--- src/rtl/logic_serial_unit_if.sv ---
// Handshake and operand/result bundle for logic_serial_unit.
// The master side issues operations; the slave side (the unit) reports results.
interface logic_serial_unit_if #(
    parameter int WIDTH = 32
);
    logic             start;
    logic [1:0]       op;
    logic [WIDTH-1:0] in1;
    logic [WIDTH-1:0] in2;
    logic [WIDTH-1:0] out;
    logic             busy;
    logic             done;
    logic             zero;

    modport master (
        output start, op, in1, in2,
        input  out, busy, done, zero
    );

    modport slave (
        input  start, op, in1, in2,
        output out, busy, done, zero
    );
endinterface

--- src/rtl/logic_serial_unit.sv ---
// Bitwise AND/OR/XOR/NOR unit that processes LANE_W bits per clock, LSB lane first.
// state | meaning: IDLE = waiting for start; BUSY = one lane per edge; DONE = result valid, one-cycle pulse.
module logic_serial_unit #(
    parameter int WIDTH  = 32,
    parameter int LANE_W = 8
) (
    input  logic                 clk,
    input  logic                 rst,
    logic_serial_unit_if.slave   bus
);
    localparam int LANES = WIDTH / LANE_W;
    localparam int CNT_W = (LANES > 1) ? $clog2(LANES) : 1;
    localparam int IDX_W = (WIDTH > 1) ? $clog2(WIDTH) : 1;

    typedef enum logic [1:0] {
        IDLE = 2'd0,
        BUSY = 2'd1,
        DONE = 2'd2
    } state_t;

    state_t             state_q;
    state_t             state_d;
    logic [WIDTH-1:0]   a_q;
    logic [WIDTH-1:0]   b_q;
    logic [1:0]         op_q;
    logic [CNT_W-1:0]   cnt_q;
    logic [WIDTH-1:0]   part_q;
    logic [WIDTH-1:0]   out_q;
    logic               zero_q;

    logic [IDX_W-1:0]   base;
    logic [LANE_W-1:0]  lane_a;
    logic [LANE_W-1:0]  lane_b;
    logic [LANE_W-1:0]  lane_res;
    logic [WIDTH-1:0]   part_nxt;
    logic               last_lane;

    // Lane datapath: only the lane addressed by the counter is touched.
    always_comb begin
        base      = IDX_W'(cnt_q) * IDX_W'(LANE_W);
        lane_a    = a_q[base +: LANE_W];
        lane_b    = b_q[base +: LANE_W];
        last_lane = (cnt_q == CNT_W'(LANES - 1));
        case (op_q)
            2'b00:   lane_res = lane_a & lane_b;
            2'b01:   lane_res = lane_a | lane_b;
            2'b10:   lane_res = lane_a ^ lane_b;
            default: lane_res = ~(lane_a | lane_b);
        endcase
        part_nxt               = part_q;
        part_nxt[base +: LANE_W] = lane_res;
    end

    always_ff @(posedge clk or posedge rst) begin
        if (rst) begin
            state_q <= IDLE;
        end else begin
            state_q <= state_d;
        end
    end

    always_comb begin
        state_d = state_q;
        case (state_q)
            IDLE, DONE: state_d = bus.start ? BUSY : IDLE;
            BUSY:       state_d = last_lane ? DONE : BUSY;
            default:    state_d = IDLE;
        endcase
    end

    always_ff @(posedge clk or posedge rst) begin
        if (rst) begin
            a_q    <= '0;
            b_q    <= '0;
            op_q   <= 2'b00;
            cnt_q  <= '0;
            part_q <= '0;
            out_q  <= '0;
            zero_q <= 1'b1;
        end else begin
            case (state_q)
                IDLE, DONE: begin
                    if (bus.start) begin
                        a_q    <= bus.in1;
                        b_q    <= bus.in2;
                        op_q   <= bus.op;
                        cnt_q  <= '0;
                        part_q <= '0;
                    end
                end
                BUSY: begin
                    part_q <= part_nxt;
                    if (last_lane) begin
                        cnt_q  <= '0;
                        out_q  <= part_nxt;
                        zero_q <= (part_nxt == '0);
                    end else begin
                        cnt_q  <= cnt_q + CNT_W'(1);
                    end
                end
                default: ;
            endcase
        end
    end

    assign bus.out  = out_q;
    assign bus.zero = zero_q;
    assign bus.busy = (state_q == BUSY);
    assign bus.done = (state_q == DONE);
endmodule

--- src/flat_wrapper.sv ---
// flat-port wrapper written by rule: the top's interface ports become plain ports
module logic_serial_unit_flat 
#(
    parameter int WIDTH  = 32,
    parameter int LANE_W = 8
)
  (clk, rst, bus_start, bus_op, bus_in1, bus_in2, bus_out, bus_busy, bus_done, bus_zero);
  logic_serial_unit_if #(.WIDTH(WIDTH)) bus_i ();
  input  logic clk;
  input  logic rst;
  input wire logic [$bits(bus_i.start)-1:0] bus_start;
  input wire logic [$bits(bus_i.op)-1:0] bus_op;
  input wire logic [$bits(bus_i.in1)-1:0] bus_in1;
  input wire logic [$bits(bus_i.in2)-1:0] bus_in2;
  output wire logic [$bits(bus_i.out)-1:0] bus_out;
  output wire logic [$bits(bus_i.busy)-1:0] bus_busy;
  output wire logic [$bits(bus_i.done)-1:0] bus_done;
  output wire logic [$bits(bus_i.zero)-1:0] bus_zero;
  assign bus_i.start = bus_start;
  assign bus_i.op = bus_op;
  assign bus_i.in1 = bus_in1;
  assign bus_i.in2 = bus_in2;
  assign bus_out = bus_i.out;
  assign bus_busy = bus_i.busy;
  assign bus_done = bus_i.done;
  assign bus_zero = bus_i.zero;
  logic_serial_unit #(.WIDTH(WIDTH), .LANE_W(LANE_W)) u_core (.clk(clk), .rst(rst), .bus(bus_i));
endmodule
--- config.mk ---
export PLATFORM = sky130hd
export DESIGN_NAME = logic_serial_unit_flat
export DESIGN_NICKNAME = d
export VERILOG_FILES = /design/src/rtl/logic_serial_unit_if.sv /design/src/rtl/logic_serial_unit.sv /design/src/flat_wrapper.sv
export SDC_FILE = /design/constraint.sdc
export NUM_CORES = 1
export LEC_CHECK = 0
export ABC_AREA = 1
export CAP_MARGIN = 15
export CORE_MARGIN = 10
export CORE_UTILIZATION = 43
export CTS_CLUSTER_DIAMETER = 60
export DETAILED_ROUTE_END_ITERATION = 10
export PLACE_DENSITY_LB_ADDON = 0.3
export SYNTH_ARGS = -nofsm -noshare
export SYNTH_HDL_FRONTEND = slang
export SYNTH_SLANG_ARGS = --single-unit
--- constraint.sdc ---
create_clock -name clk -period 6.7 [get_ports clk]
set_input_delay 2.01 -clock clk [delete_from_list [all_inputs] [get_ports clk]]
set_output_delay 2.01 -clock clk [all_outputs]
set_load 0.01 [all_outputs]
==> results of run 1 <==
path summary, 6_finish.rpt:
check	to	depth (start not counted)	slack, ns	startpoint
min reg2reg	u_core.bus.zero$_DFFE_PP1P_	2	0.46	u_core.bus.zero$_DFFE_PP1P_
max	bus_busy	3	2.83	u_core.state_q[0]$_DFF_PP0_
max in group asynchronous	u_core.bus.zero$_DFFE_PP1P_	3	3.68	rst
max reg2reg	u_core.bus.zero$_DFFE_PP1P_	15	2.98	u_core.cnt_q[1]$_DFFE_PP0P_
min in group asynchronous	u_core.b_q[15]$_DFFE_PP0P_	2	2.12	rst
min	u_core.bus.zero$_DFFE_PP1P_	2	0.46	u_core.bus.zero$_DFFE_PP1P_
sequential cells by signal (all words and copies together) (netlist names):
name / count
u_core.a_q: 32
u_core.op_q: 2
u_core.state_q: 2
u_core.part_q: 32
u_core.cnt_q: 2
u_core.b_q: 32
u_core.bus.out: 32
u_core.bus.zero: 1
Yosys cell counts, types with 2 or more instances:
library cell and instances:
nor2_4 2, ha_1 22, clkbuf_1 15, o21ai_0 59, nor2_2 4, buf_2 16, a32oi_1 16, inv_1 74
nand2_1 176, clkinv_1 2, dfrtp_1 134, nand3_2 20, o22ai_1 6, inv_2 7, nor2_1 44, nand2_2 5
nand4_1 17, o21ai_1 5, buf_1 4, a21oi_1 26, nand3_1 35, mux2_2 57
logic make-up after synthesis:
| logic type | count (synthesis) | synth area share, % |
|---|---|---|
| flops | 135 | 49.3 |
| mux | 57 | 9.37 |
| simple gates | 304 | 20.5 |
| compound gates | 114 | 9.40 |
| buf+inv | 123 | 7.41 |
| fa+ha+maj | 22 | 4.02 |
layer usage:
layer / up-vias / track usage, % / wire length, um
met5: - / 0 / 0
met1: 2619 / 19.6 / 7430
met2: 110 / 25.5 / 8040
met4: 0 / 4.65 / 214
met3: 16 / 4.67 / 850
li1: 2668 / - / -
critical path, stage by stage (launching register included):
cell and delay [ns]:
dfrtp_1 0.37, inv_2 0.06, nor2_2 0.37, clkdlybuf4s50_1 0.64
stage by stage:
stage          area (um2)  setup WS [ns]  hold slack [ns]
5_1_grt              8580           2.57            0.515
2_1_floorplan        6850           1.08            0.473
6_report             8580           2.83            0.465
3_5_place_dp         8010           2.52            0.457
4_1_cts              8580           2.79            0.467
3_3_place_gp         8010           2.58            0.458
power breakdown:
| part | internal [mW] | switching [mW] |
|---|---|---|
| clock | 0.562 | 0.333 |
| combinational | 0.765 | 1.19 |
| sequential | 1.17 | 0.208 |
| total | 2.50 | 1.73 |
cell type report:
cell class | instances | area share, %
repair buffers | 106 | 12.4
clock buffers | 22 | 5.41
well taps | 216 | 3.15
clock inverters | 9 | 1.18
flip-flops and latches | 135 | 39.4
multi-input cells | 497 | 34.6
inverters | 85 | 3.79
==> summary.txt, run 1 <==
CTS
  • Clk Latency, worst-skew pair: 0.42 ns
  • Number of setup buffers added after CTS: 0
  • Hold buffers post-CTS: 0
  • Root Buffer: clkbuf_16
  • CTS resizes: 0
  • Num CTS Buffers: 17
  • Clk buf depth: 2
  • Clock Pin Slew Worst Setup and Hold Paths: 0.05 ns
  • H-tree levels: 4
  • CTS tree: done
  • Clock sink total: between 100 and 150

STA
  • Slew Viols, Final: 0
  • Final setup fails: 0
  • Tmin final: slightly below 4 ns
  • RSZ-0062 raised after global routing: false
  • Rel. slew slack: 28.6%
  • F_max: 258 MHz
  • Final hold violations: 0
  • Measured slew at the worst slew-check pin: 1.06 ns
  • Post-Route Skew: about 0.0076 ns
  • Fin crit share: around 58%
  • Setup TNS: 0 ns

Pwr
  • Final Power: 4.23 mW
  • Leak: 3.93 nW
  • Worst vdd ir: 0.220 mV
  • PwrDens: roughly 490 nW/um2

Finish
  • Fin cells: 1070
  • Most common cell after layout, fill and taps aside: nand2_1
  • Area Overhead vs Synth: 25.2%
  • Fin util: 54.4%
  • # fillers: 1498
  • Most frequent cells in the layout: 175 x nand2_1, 134 x dfrtp_1, 103 x clkdlybuf4s50_1, 73 x inv_1, 59 x o21ai_0
  • Antenna Cells: 0
  • Share of cells above drive strength 1: between 15 and 20%
  • FF+latch area: 3380 um2
  • Area of the multi-input gates: 2970 um2
  • Nets: 933

Critical path
  • Required @ worst endpoint: roughly 4.7 ns
  • Worst Setup Start Kind: register
  • Critical path capture point type: primary output
  • Worst path arrival time: ~1.9 ns
  • Crit Path Max Fanout: 11
  • WS Path Type: reg -> out

Floorplan
  • Die H: 146 um
  • Core ar.: 15800 um2
  • Core Rows: 46
  • Starting Density: 43.4%
  • Chip width: roughly 150 um
  • Die area: 21400 um2
  • I/O pins: 104

Placement
  • GPL Wtd Cong: 0.837
  • Port bufs: approximately 100
  • Dpl hpwl: 11.7 mm
  • Placed insts: between 1k and 1.5k

Yosys
  • Ys async rst share: 100%
  • Post-synth EDFFs: 0
  • Post-Syn Area: 6850 um2
  • Top cell type's share of synthesized area: 48.9%
  • Leading area contributor after synthesis: dfrtp_1
  • Synthesis Warnings: 0
  • Top FF cell, synth: dfrtp_1
  • Area contributors post-synth: dfrtp_1 49%, nand2_1 9.6%, mux2_2 9.4%, o21ai_0 4.3%, inv_1 4.1%
  • Post-synth cell types: 31
  • Mapped Nets: 846
  • Synth Register Bits: 135
  • Synth Area per Inst: approximately 9 um2
  • Gate Count Post-Synth: 755
  • Register area share after synthesis: roughly half

Drt
  • Drt initial violations: 259
  • DR vias/cell: 5.06
  • Per-cell routed wire length: 15.5 um
  • Detail Route Antenna Nets: 0
  • DR vias: 5413
  • Pre-antenna DRT Iters: 5
  • Remaining DRCs: 0
  • Final WL: between 15 and 20 mm

Global routing
  • Overall Global Routing Usage: 15.6%
  • First-pass GRT wire length: about 27 mm
  • Total grt overflow: 0
  • Initial antenna violation count: 0
  • Largest net degree at the start of global routing: 70
  • Vias in the first global route: approximately 5.4k

Hold path
  • Hold Path Class: reg -> reg

Run
  • Maxcap violations: 0

Status
  • Outcome: finished clean
Power figures use the tool's default switching activity.
==> inputs of run 2 (changes only) <==
clock period = 3.3 ns   (was 6.7 ns; I/O delays follow)
==> run 2 against run 1 <==
Net effect: register-to-register slack worse by 2.6 ns; hold slack improved by 0.016 ns; wire length is 4.7% higher; design area up 1.7%; sequential power is 110% higher; clock skew increased by 0.0023 ns; via count rose by 1.3%; sequential cell count stayed put; first-iteration DRC count is 54% higher; worst setup slack got worse by 2.4 ns.
==> summary.txt, run 2 (synthesis results as in run 1) <==
CTS
  • Clock Pin Slew Worst Setup and Hold Paths: 0.06 ns (about the same)
  • Hold buffers post-CTS: 0 (unchanged)
  • CTS resizes: 0 (unchanged)
  • Number of setup buffers added after CTS: 0 (unchanged)
  • Root Buffer: clkbuf_16
  • Clk buf depth: 2 (unchanged)
  • CTS tree: done
  • H-tree levels: 4 (unchanged)
  • Clock sink total: 135 (unchanged)
  • Num CTS Buffers: 17 (unchanged)
  • Clk Latency, worst-skew pair: 0.42 ns (about the same)

Drt
  • Remaining DRCs: 0 (unchanged)
  • Per-cell routed wire length: 16.0 um (+3.6%)
  • Drt initial violations: 399 (+54%)
  • Pre-antenna DRT Iters: 6 (+1)
  • Detail Route Antenna Nets: 0 (unchanged)
  • DR vias: 5484 (+1.3%)
  • Final WL: 17.3 mm (+4.7%)
  • DR vias/cell: 5.07 (+0.28%)

Finish
  • Cell area after layout: 8730 um2 (+1.7%)
  • # fillers: 1438 (-4.0%)
  • Fin util: 55.3% (+0.94 points)
  • Antenna Cells: 0 (unchanged)
  • Most frequent cells in the layout: 175 x nand2_1, 134 x dfrtp_1, 103 x clkdlybuf4s50_1, 73 x inv_1, 59 x o21ai_0
  • FF+latch area: 3380 um2 (unchanged)
  • Nets: 943 (+1.1%)
  • Area Overhead vs Synth: 27.4%
  • Most common cell after layout, fill and taps aside: nand2_1
  • Share of cells above drive strength 1: 16.8% (+1.2 points)
  • Area of the multi-input gates: 2970 um2 (unchanged)

Global routing
  • First-pass GRT wire length: 28.8 mm (+5.0%)
  • Total grt overflow: 0 (unchanged)
  • Vias in the first global route: 5596 (+3.2%)
  • Overall Global Routing Usage: 16.5% (+0.82 points)
  • Largest net degree at the start of global routing: 74 (+5.7%)
  • Initial antenna violation count: 0 (unchanged)

Critical path
  • Critical Path, Cell by Cell: clkinv_1, buf_12, a32oi_1, inv_1, ha_1, o21ai_0, nand3_2, nand3_1, nand2_2, nor2_1, nand2_1, nor2_1, nand2_1, nor2_1, nand3_1, nand2_1
  • WS Path Type: reg -> reg
  • Critical-path top delay cell: dfrtp_1
  • Worst path arrival time: 3.27 ns (+1.41 ns)
  • CP delay by family, top: simple AND/OR/NAND/NOR gates
  • Worst Setup Start Kind: register
  • Worst path bufs/invs: 3 (+1)
  • Required @ worst endpoint: 3.67 ns (-1.02 ns)
  • Crit Path Max Fanout: 31 (+20)
  • CP max stage delay: 0.42 ns (-0.22 ns)
  • Critical path capture point type: register

Floorplan
  • Starting Density: 43.4% (unchanged)
  • Core ar.: 15800 um2 (unchanged)
  • Die area: 21400 um2 (unchanged)
  • Core Rows: 46 (unchanged)
  • Die H: 146 um (unchanged)
  • I/O pins: 104 (unchanged)
  • Chip width: 146 um (unchanged)

Placement
  • GPL Wtd Cong: 0.832 (-0.55%)
  • Port bufs: 103 (unchanged)
  • Dpl hpwl: 12.7 mm (+8.6%)
  • Post-placement cell area: 8130 um2 (+1.4%)

Run
  • Maxcap violations: 0 (unchanged)

Hold path
  • Hold Path Class: reg -> reg

Status
  • Outcome: finished clean

STA
  • Measured slew at the worst slew-check pin: 0.817 ns (-0.247 ns)
  • RSZ-0062 raised after global routing: false
  • Slew Viols, Final: 0 (unchanged)
  • Final hold violations: 0 (unchanged)
  • Rel. slew slack: 45.5% (+17 points)
  • Setup TNS: 0 ns (unchanged)
  • Tmin final: 2.90 ns
  • F_max: ~350 MHz
  • Fin crit share: 87.8%
  • Post-Route Skew: 0.00993 ns (+0.00230 ns)
  • Final setup fails: 0 (unchanged)

Pwr
  • Leak: 3.99 nW (+1.5%)
  • Final Power: 8.82 mW (+110%)
  • Worst vdd ir: 0.506 mV (+130%)
  • PwrDens: 1010 nW/um2 (+110%)
run 2: cell count changes in the layout (fill, tap and decap cells not counted), moves of 2 or more:
cell | before | now
clkinv_2 | 6 | 4
buf_4 | 2 | 9
clkinvlp_4 | 1 | 5
buf_12 | 1 | 4
run 2: report_power, final:
group | total, mW | internal, mW | switching [mW]
clock network | 1.91 | 1.20 | 0.709
logic | 4.04 | 1.63 | 2.42
registers | 2.87 | 2.39 | 0.480
total | 8.82 | 5.22 | 3.60
run 2: path summary, 6_finish.rpt:
path	start	end	slack [ns]	cells after the start
worst max register to register	u_core.cnt_q[1]$_DFFE_PP0P_	u_core.bus.zero$_DFFE_PP1P_	0.40	16
max in group asynchronous	rst	u_core.bus.out[5]$_DFFE_PP0P_	1.92	3
worst min-delay path	u_core.bus.out[5]$_DFFE_PP0P_	u_core.bus.out[5]$_DFFE_PP0P_	0.48	2
min in group asynchronous	rst	u_core.b_q[7]$_DFFE_PP0P_	1.03	3
worst max-delay path	u_core.cnt_q[1]$_DFFE_PP0P_	u_core.bus.zero$_DFFE_PP1P_	0.40	16
worst min register to register	u_core.bus.out[5]$_DFFE_PP0P_	u_core.bus.out[5]$_DFFE_PP0P_	0.48	2
run 2: worst register-to-register path, cell delays in order (launching register included):
cell	delay, ns
dfrtp_1	0.42
clkinv_1	0.24
buf_12	0.24
a32oi_1	0.35
inv_1	0.09
ha_1	0.29
o21ai_0	0.20
nand3_2	0.12
nand3_1	0.15
nand2_2	0.08
nor2_1	0.13
nand2_1	0.07
nor2_1	0.08
nand2_1	0.06
nor2_1	0.15
nand3_1	0.10
nand2_1	0.07
run 2: layout make-up:
class | count | share of cell area [%]
inverter | 85 | 3.74
sequential | 135 | 38.7
clock inverter | 12 | 1.75
timing repair buffer | 116 | 13.5
tap | 216 | 3.10
multi-input combinational | 497 | 34.1
clock buffer | 20 | 5.12
run 2: metal layers:
layer | share of wire (%) | vias to the layer above | track usage (%)
met5 | 0 | - | 0
met4 | 1.4 | 0 | 5.01
met3 | 5.4 | 17 | 4.91
met2 | 47 | 118 | 26.4
met1 | 46 | 2655 | 21.0
li1 | - | 2694 | -
run 2: metrics by stage:
stage	hold WS [ns]	setup slack, ns	std cells
after floorplan	0.473	0.632	755
after global placement	0.466	0.541	1049
after detailed placement	0.467	0.466	1049
after CTS	0.486	0.405	1081
after global routing	0.496	0.139	1081
final	0.481	0.403	1081
==> inputs of run 3 (changes only) <==
HOLD_SLACK_MARGIN = 0.03   (was unset)
MAX_ROUTING_LAYER = met4   (was unset)
clock period = 3.2 ns   (was 3.3 ns; I/O delays follow)
==> run 3 against run 2 <==
Net effect: global-route usage increased by 0.64 points; first-iteration DRC count increased by 15%; critical path depth unchanged; register-to-register slack is essentially flat; die area is the same; clock skew down 0.0020 ns.
==> summary.txt, run 3 (synthesis results as in run 1) <==
Drt
  • DR vias/cell: 5.10 (+0.53%)
  • Per-cell routed wire length: 16.0 um (+0.13%)
  • Drt initial violations: 457 (+15%)
  • Pre-antenna DRT Iters: 5 (-1)
  • Remaining DRCs: 0 (unchanged)
  • Detail Route Antenna Nets: 0 (unchanged)
  • Final WL: 17.3 mm (+0.22%)
  • DR vias: 5518 (+0.62%)

Placement
  • GPL Wtd Cong: 0.846 (+1.7%)
  • Placed insts: 1051 (+0.19%)
  • Worst slack at placement: 0.506 ns (+0.0399 ns)
  • Dpl hpwl: 12.8 mm (+0.46%)
  • Port bufs: 103 (unchanged)

STA
  • Post-Route Skew: 0.00797 ns (-0.00196 ns)
  • Setup TNS: 0 ns (unchanged)
  • Min setup slack post-route: 0.399 ns (-0.00403 ns)
  • Rel. slew slack: 58.5% (+13 points)
  • Measured slew at the worst slew-check pin: 0.622 ns (-0.195 ns)
  • Fin crit share: 87.5% (-0.26 points)
  • Tmin final: 2.80 ns (-0.0960 ns)
  • F_max: 357 MHz (+3.4%)
  • RSZ-0062 raised after global routing: false
  • Final hold violations: 0 (unchanged)
  • Slew Viols, Final: 0 (unchanged)
  • Final setup fails: 0 (unchanged)

Critical path
  • Crit. Startpoint: u_core.cnt_q[0]$_DFFE_PP0P_
  • Crit path to: u_core.bus.zero$_DFFE_PP1P_
  • Reg2Reg Depth: 16 (unchanged)
  • CP max stage delay: 0.43 ns (about the same)
  • Worst Setup Start Kind: register
  • Worst path arrival time: 3.17 ns (-0.10 ns)
  • FF-to-FF End: u_core.bus.zero$_DFFE_PP1P_
  • Critical Path, Cell by Cell: inv_2, nand2_1, a32oi_1, inv_1, ha_1, o21ai_1, nand3_2, nand3_2, nand2_2, nor2_2, nand2_1, nor2_1, nand2_1, nor2_1, nand3_1, nand2_1
  • Crit path top cell by count: nand2_1
  • WS Path Type: reg -> reg
  • Crit Path Max Fanout: 25 (-19%)
  • Crit Reg-Reg Startpoint: u_core.cnt_q[0]$_DFFE_PP0P_
  • R2R setup slack: 0.40 ns (about the same)
  • Critical-path top delay cell: dfrtp_1
  • Required @ worst endpoint: 3.56 ns (-0.11 ns)
  • Critical path capture point type: register

CTS
  • H-tree levels: 4 (unchanged)
  • Clk Latency, worst-skew pair: 0.42 ns (about the same)
  • Number of setup buffers added after CTS: 0 (unchanged)
  • CTS resizes: 0 (unchanged)
  • Clock Pin Slew Worst Setup and Hold Paths: 0.06 ns (about the same)
  • Num CTS Buffers: 17 (unchanged)
  • Clk buf depth: 2 (unchanged)
  • CTS tree: done
  • Hold buffers post-CTS: 0 (unchanged)
  • Root Buffer: clkbuf_16
  • Clock sink total: 135 (unchanged)

Floorplan
  • Starting Density: 43.4% (unchanged)
  • Chip width: 146 um (unchanged)
  • Core Rows: 46 (unchanged)
  • Die area: 21400 um2 (unchanged)
  • Core ar.: 15800 um2 (unchanged)
  • Die H: 146 um (unchanged)
  • I/O pins: 104 (unchanged)

Finish
  • Antenna Cells: 0 (unchanged)
  • Fin util: 55.6% (+0.22 points)
  • Most common cell after layout, fill and taps aside: nand2_1
  • # fillers: 1415 (-1.6%)
  • Fin cells: 1082 (+0.093%)
  • Share of cells above drive strength 1: 17.1% (+0.33 points)
  • Nets: 945 (+0.21%)
  • Most frequent cells in the layout: 175 x nand2_1, 134 x dfrtp_1, 103 x clkdlybuf4s50_1, 73 x inv_1, 59 x o21ai_0
  • Area Overhead vs Synth: 27.9%

Global routing
  • Overall Global Routing Usage: 17.1% (+0.64 points)
  • First-pass GRT wire length: 29.0 mm (+0.79%)
  • Total grt overflow: 0 (unchanged)
  • Largest net degree at the start of global routing: 82 (+11%)
  • Initial antenna violation count: 0 (unchanged)
  • Vias in the first global route: 5606 (+0.18%)

Pwr
  • Final Power: 9.24 mW (+4.7%)
  • Worst vdd ir: 0.474 mV (-6.3%)
  • PwrDens: 1050 nW/um2 (+4.3%)
  • Leak: 4.02 nW (+0.68%)

Run
  • Maxcap violations: 0 (unchanged)

Hold path
  • Hold Path Class: reg -> reg

Status
  • Outcome: finished clean
run 3: changes by cell type in the layout (fill, tap and decap cells not counted):
| cell | before | now |
|---|---|---|
| buf_4 | 9 | 11 |
| clkbuf_1 | 2 | 0 |
| bufinv_16 | 3 | 4 |
| clkinv_2 | 4 | 5 |
| clkinvlp_4 | 5 | 4 |
run 3: per-layer routing:
metal	routed length (um)	vias to the layer above	GRT usage [%]
li1	-	2692	-
met1	8090	2637	22.4
met2	8160	171	26.0
met3	858	18	4.20
met4	235	0	4.60
met5	0	-	-
run 3: power breakdown:
group	switching, mW	internal, mW	total (mW)
logic	2.52	1.71	4.23
clock network	0.754	1.31	2.07
registers	0.481	2.46	2.94
run 3: metrics by stage:
step           hold slack [ns]  cell area (um2)
2_1_floorplan            0.473             6860
3_3_place_gp             0.464             8140
3_5_place_dp             0.466             8140
4_1_cts                  0.481             8760
5_1_grt                  0.502             8760
6_report                 0.478             8760
run 3: layout make-up:
class | instances | area, um2 | share of cell area, %
flip-flops and latches | 135 | 3380 | 38.6
multi-input cells | 497 | 2970 | 33.9
repair buffers | 118 | 1190 | 13.6
clock buffers | 18 | 439 | 5.01
inverters | 85 | 327 | 3.73
well taps | 216 | 270 | 3.08
clock inverters | 13 | 180 | 2.06
run 3: worst max-delay path: cells and delay by family (launching register included):
family | cells | cell delay, ns
compound gates | 2 | 0.52
simple gates | 11 | 1.05
buf+inv | 2 | 0.43
fa+ha+maj | 1 | 0.29
flops | 1 | 0.43
run 3: worst min path at each step:
stage,startpoint,cells past startpoint,to
final,u_core.bus.out[3]$_DFFE_PP0P_,2,u_core.bus.out[3]$_DFFE_PP0P_
after global routing,u_core.bus.out[3]$_DFFE_PP0P_,2,u_core.bus.out[3]$_DFFE_PP0P_
after CTS,u_core.bus.out[22]$_DFFE_PP0P_,2,u_core.bus.out[22]$_DFFE_PP0P_
after detailed placement,u_core.bus.out[22]$_DFFE_PP0P_,2,u_core.bus.out[22]$_DFFE_PP0P_
after global placement,u_core.bus.out[28]$_DFFE_PP0P_,2,u_core.bus.out[28]$_DFFE_PP0P_
after floorplan,u_core.bus.zero$_DFFE_PP1P_,2,u_core.bus.zero$_DFFE_PP1P_
